$ cat config.mk
export PLATFORM = sky130hd
export DESIGN_NAME = sweep_max_ctrl
export DESIGN_NICKNAME = d
export VERILOG_FILES = /design/src/rtl/sweep_max_ctrl.sv
export SDC_FILE = /design/constraint.sdc
export NUM_CORES = 1
export LEC_CHECK = 0
export CAP_MARGIN = 20
export CORE_MARGIN = 1
export CORE_UTILIZATION = 35
export DETAILED_ROUTE_END_ITERATION = 7
export GPL_TIMING_DRIVEN = 1
export RECOVER_POWER = 100
export SKIP_CTS_REPAIR_TIMING = 1
export SLEW_MARGIN = 20
export SYNTH_ARGS = -nofsm -noshare
export SYNTH_HDL_FRONTEND = slang
export SYNTH_SLANG_ARGS = --single-unit
$ cat constraint.sdc
create_clock -name CLK -period 3 [get_ports CLK]
set_input_delay 0.6 -clock CLK [delete_from_list [all_inputs] [get_ports CLK]]
set_output_delay 0.6 -clock CLK [all_outputs]
set_load 0.01 [all_outputs]
$ cat src/rtl/sweep_max_ctrl.sv
// sweep_max_ctrl: paces servo steps during a sweep, records the ADC
// peak and its step index, then counts back to that peak on request.
//
// Ports:
//   CLK, RST_N        clock, asynchronous active-low reset
//   CNT_RST           synchronous clear from the mode FSM
//   HS, VS, MC        horizontal sweep / vertical sweep / max-return enables
//   ADC_DATA/VALID    light sample stream, VALID is a one-cycle strobe
//   CNT_L/CNT_D       horizontal / vertical sweep in progress
//   CNT_RU            return to peak in progress
//   STEP_TICK         one-cycle pulse per servo step
//   MAX_VAL, MAX_POS  peak sample and the step index where it occurred
//   POS               current step index
module sweep_max_ctrl #(
    parameter int STEP_W   = 8,
    parameter int N_STEPS  = 180,
    parameter int STEP_DIV = 1000000,
    parameter int ADC_W    = 12
) (
    input  logic              CLK,
    input  logic              RST_N,
    input  logic              CNT_RST,
    input  logic              HS,
    input  logic              VS,
    input  logic              MC,
    input  logic [ADC_W-1:0]  ADC_DATA,
    input  logic              ADC_VALID,
    output logic              CNT_L,
    output logic              CNT_D,
    output logic              CNT_RU,
    output logic              STEP_TICK,
    output logic [ADC_W-1:0]  MAX_VAL,
    output logic [STEP_W-1:0] MAX_POS,
    output logic [STEP_W-1:0] POS
);

    localparam int PW = $clog2(STEP_DIV);
    localparam logic [PW-1:0] DIV_M1 = PW'(STEP_DIV - 1);
    localparam logic [STEP_W-1:0] NST = STEP_W'(N_STEPS);
    localparam logic [STEP_W-1:0] ONE = STEP_W'(1);

    typedef enum logic [1:0] {
        S_IDLE,
        S_SWEEP,
        S_DONE,
        S_RETURN
    } state_t;

    state_t            state;
    state_t            state_n;
    logic              axis_v;
    logic              axis_v_n;
    logic [PW-1:0]     presc;
    logic [STEP_W-1:0] remaining;
    logic [STEP_W-1:0] pos_inc;
    logic              stepping;
    logic              tick;
    logic              sw_abort;
    logic              sw_end;
    logic              rt_end;

    always_comb begin
        pos_inc  = POS + ONE;
        stepping = (state == S_SWEEP) || (state == S_RETURN);
        tick     = stepping && (presc == DIV_M1);
        // the enable that started this sweep is the one that keeps it alive
        sw_abort = (state == S_SWEEP) && (axis_v ? !VS : !HS);
        sw_end   = (state == S_SWEEP) && tick && (pos_inc == NST);
        rt_end   = (state == S_RETURN) && MC && tick
                   && (remaining == ONE);
    end

    assign STEP_TICK = tick;

    always_comb begin
        state_n  = state;
        axis_v_n = axis_v;
        if (CNT_RST) begin
            state_n = S_IDLE;
        end else begin
            unique case (state)
                S_IDLE: begin
                    if (HS) begin
                        state_n  = S_SWEEP;
                        axis_v_n = 1'b0;
                    end else if (VS) begin
                        state_n  = S_SWEEP;
                        axis_v_n = 1'b1;
                    end
                end
                S_SWEEP: begin
                    if (sw_abort) begin
                        state_n = S_IDLE;
                    end else if (sw_end) begin
                        state_n = S_DONE;
                    end
                end
                S_DONE: begin
                    if (MC) begin
                        state_n = S_RETURN;
                    end else if (!HS && !VS) begin
                        state_n = S_IDLE;
                    end
                end
                S_RETURN: begin
                    if (!MC || rt_end) begin
                        state_n = S_IDLE;
                    end
                end
                default: state_n = S_IDLE;
            endcase
        end
    end

    always_ff @(posedge CLK or negedge RST_N) begin
        if (!RST_N) begin
            state  <= S_IDLE;
            axis_v <= 1'b0;
        end else begin
            state  <= state_n;
            axis_v <= axis_v_n;
        end
    end

    // Direction outputs are registered from the next state so they are
    // high exactly while the FSM sits in the matching state.
    always_ff @(posedge CLK or negedge RST_N) begin
        if (!RST_N) begin
            CNT_L  <= 1'b0;
            CNT_D  <= 1'b0;
            CNT_RU <= 1'b0;
        end else begin
            CNT_L  <= (state_n == S_SWEEP) && !axis_v_n;
            CNT_D  <= (state_n == S_SWEEP) && axis_v_n;
            CNT_RU <= (state_n == S_RETURN);
        end
    end

    // Prescaler only runs while staying in a stepping state, so every
    // entry into SWEEP/RETURN starts from a zero count.
    always_ff @(posedge CLK or negedge RST_N) begin
        if (!RST_N) begin
            presc <= '0;
        end else if (CNT_RST || tick || !stepping
                     || (state_n != state)) begin
            presc <= '0;
        end else begin
            presc <= presc + PW'(1);
        end
    end

    always_ff @(posedge CLK or negedge RST_N) begin
        if (!RST_N) begin
            POS       <= '0;
            MAX_VAL   <= '0;
            MAX_POS   <= '0;
            remaining <= '0;
        end else if (CNT_RST) begin
            POS       <= '0;
            MAX_VAL   <= '0;
            MAX_POS   <= '0;
            remaining <= '0;
        end else begin
            unique case (state)
                S_IDLE: begin
                    if (state_n == S_SWEEP) begin
                        POS     <= '0;
                        MAX_VAL <= '0;
                        MAX_POS <= '0;
                    end
                end
                S_SWEEP: begin
                    // strict compare: first occurrence of the peak wins,
                    // and the pre-increment POS is recorded on a tick
                    if (ADC_VALID && (ADC_DATA > MAX_VAL)) begin
                        MAX_VAL <= ADC_DATA;
                        MAX_POS <= POS;
                    end
                    if (tick && !sw_abort && (POS != NST)) begin
                        POS <= pos_inc;
                    end
                end
                S_DONE: begin
                    if (state_n == S_RETURN) begin
                        remaining <= NST - MAX_POS;
                    end
                end
                S_RETURN: begin
                    if (MC && tick) begin
                        if (POS != '0) begin
                            POS <= POS - ONE;
                        end
                        remaining <= remaining - ONE;
                    end
                end
                default: ;
            endcase
        end
    end

endmodule

==> reports/results.txt <==
Outcome: complete, no violations
Yosys warnings: 0
Worst reg2reg setup slack: 0.13 ns
Crit path capture type: flop
Global-route wire length before repair: 18100 µm
Crit share post-route: 95.8%
Worst-Margin Slew: 1.38 ns
IR drop worst, VDD: 0.278 mV
Total power: 3560 µW
Hold/Removal Path Class: input pin to async pin
Most used DFF post-synth: dfrtp_1
GRT Max-Usage Layer: met2
Cell Area, Synth: 4070 µm²
Height of the die: 110 µm
DRT Pass-1 Iters: 5
Fin cells: 687
Period minus WS final: 2.87 ns
Clock Skews: 0.00842 ns
Clock share of power: 26.8%
Startpoint Class: flop
Htree depth: 3
Post-synth EDFFs: 0
GR Util All Layers: 19.7%
Critical Path RT: 3.26 ns
Routed WL: 11000 µm
Layout Nets: 586
Final Wtd Congestion: 0.914
Crit-path cells: or4b_4, nor4_4, buf_4, nand4_1, nor3_1, o31ai_2, buf_4, and2_1, nand2b_4, a21oi_2
P per Cell Area: 688 nW/µm²
Placed Cells: 668
CP Data Arrival Time: 3.13 ns
Maximum clock path buffer count: 2
Clock Pin Slew Worst Setup and Hold Paths: 0.06 ns
ANT cells: 0
Initial antenna violation count: 0
PnR worst setup slack: 0.126 ns
Crit Reg-Reg Startpoint: presc[8]
Slew Viols, Final: 0
Pin count of the biggest net entering global routing: 30
Max_slew headroom: 8.11%
Post-synth ARST share: 100%
Drt via density: 5.48
Synth cell types: 63
Critical Path Fanout Max: 7
CP max stage delay: 0.53 ns
Overflow after GRT: 0
Crit Path Class: flop to flop
Logic gate share of total power: 43.7%
Final ANT Viol Nets: 0
Cell with the most instances after synthesis: dfrtp_1
Met3 Track Usage GR: 3.79%
Row cnt: 38
Seq/Total Area, Yosys: 38.2%
Synth Register Bits: 62
Lkg Pwr: 0.00220 µW
Max-Cap Viols: 0
Vias in the first global route: 3647
Yosys top cell by area: dfrtp_1
Num CTS Buffers: 9
Layout cells sized above 1: 12.1%
Wire length per cell: 16.0 µm
Sw Pwr: 1400 µW
Synth top area share: 38.2%
Synth Net Count: 517
Worst hold margin: 0.434 ns
Port bufs: 50
Internal power: 2160 µW
Core area: 11100 µm²
Die footprint: 12100 µm²
I/O Pins: 51
Vias post-DR: 3766
Drt drc: 0
Net Sw Frac: 39.4%
Area Growth Syn to Fin: 27.3%
Setup WS pre-CTS: 0.0282 ns
Final hold viol count: 0
Synth top area cells: dfrtp_1 (38%), ha_1 (7.7%), nor2_1 (4.8%)
Peak Freq: 348 MHz
DRT iter0 DRCs: 255
Root buf cell: clkbuf_16
CP startpoint: presc[8]
Syn Inst Count: 473
Highest-delay cell along the critical path: or4b_4
Met2 usage: 32.5%
Most common library cells after synthesis: dfrtp_1 (62), nor2_1 (52), nand2_1 (43), a21oi_1 (38), inv_1 (28)
Post-Route Setup TNS: 0 ns
Detail Placement HPWL: 8110 µm
Most frequent CP cell: buf_4
Met1 Use GR: 25.2%
Syn Area/Cell: 8.60 µm²
# setup viols final: 0
Worst-Skew Late Latency: 0.33 ns
CTS tree: built
Die width: 110 µm
Initial Utilization: 36.7%
# clock sinks: 62
Flop pwr share: 29.5%
-- layout by cell type (no fill, tap or decap), types with 8 or more instances in the layout --
master	count
a21oi_1	38
o21ai_0	17
clkbuf_16	9
nor2_1	52
buf_4	27
ha_1	24
inv_1	27
clkdlybuf4s50_1	20
clkbuf_1	9
and3_1	8
nand2_1	43
nor3_1	11
xnor2_1	12
nand4_1	27
nand3_1	14
dlygate4sd3_1	28
xor2_1	15
dfrtp_1	60
-- logic make-up (layout without fill, tap and decap cells) --
family,Yosys count,in the layout,share of synthesized area [%]
buffers and inverters,56,130,5.85
muxes,3,3,0.769
AOI/OAI and AO/OA,110,110,17.8
xor gates and xnor gates,27,27,5.82
adders and majority gates,25,25,7.69
DFF,62,62,38.2
and+or+nand+nor,190,190,23.9
-- layer usage --
layer,up-vias,wire length (µm)
met5,-,0
met4,0,211
met3,21,611
met2,133,5330
met1,1789,4820
li1,1823,-
-- through the flow --
step           cell area [µm²]  utilization (%)
2_1_floorplan             4070                -
3_3_place_gp              4880             44.0
3_5_place_dp              4880             44.0
4_1_cts                   5150             46.5
5_1_grt                   5180             46.7
6_report                  5180             46.7
-- final cells by class --
cell class / count / area (µm²)
fill: 1062 / 5900
multi-input combinational: 355 / 2300
sequential: 62 / 1550
timing repair buffer: 86 / 773
clock buffer: 12 / 246
tap: 140 / 175
inverter: 28 / 105
clock inverter: 4 / 22.5
-- final timing paths --
path	end	cells past startpoint
worst max register to register	POS[0]	10
max in group asynchronous	presc[13]	2
worst min-delay path	presc[6]	1
min in group CLK	presc[0]	1
worst max-delay path	POS[0]	10
worst min register to register	presc[0]	1
-- power groups by stage --
stage / logic [µW] / clock network [µW] / registers [µW]
2_1_floorplan: 954 / 0 / 1060
3_3_place_gp: 1530 / 0 / 1060
3_5_place_dp: 1540 / 0 / 1060
4_1_cts: 1540 / 974 / 1040
5_1_grt: 1710 / 1000 / 1060
6_report: 1560 / 954 / 1050
-- flip-flops by register name, indices dropped and copies added, names as in the netlist --
name / flops
CNT_RU: 1
MAX_VAL: 12
state: 2
axis_v: 1
CNT_L: 1
remaining: 8
POS: 8
presc: 20
CNT_D: 1
MAX_POS: 8
-- critical path: cells and delay by family (launching register included) --
kind	cells	cell delay [ns]
flip-flops	1	0.43
AO/OA/AOI/OAI	2	0.26
AND/OR/NAND/NOR	6	1.78
buffers and inverters	2	0.35
No activity file was read; power rests on OpenSTA's default activity.
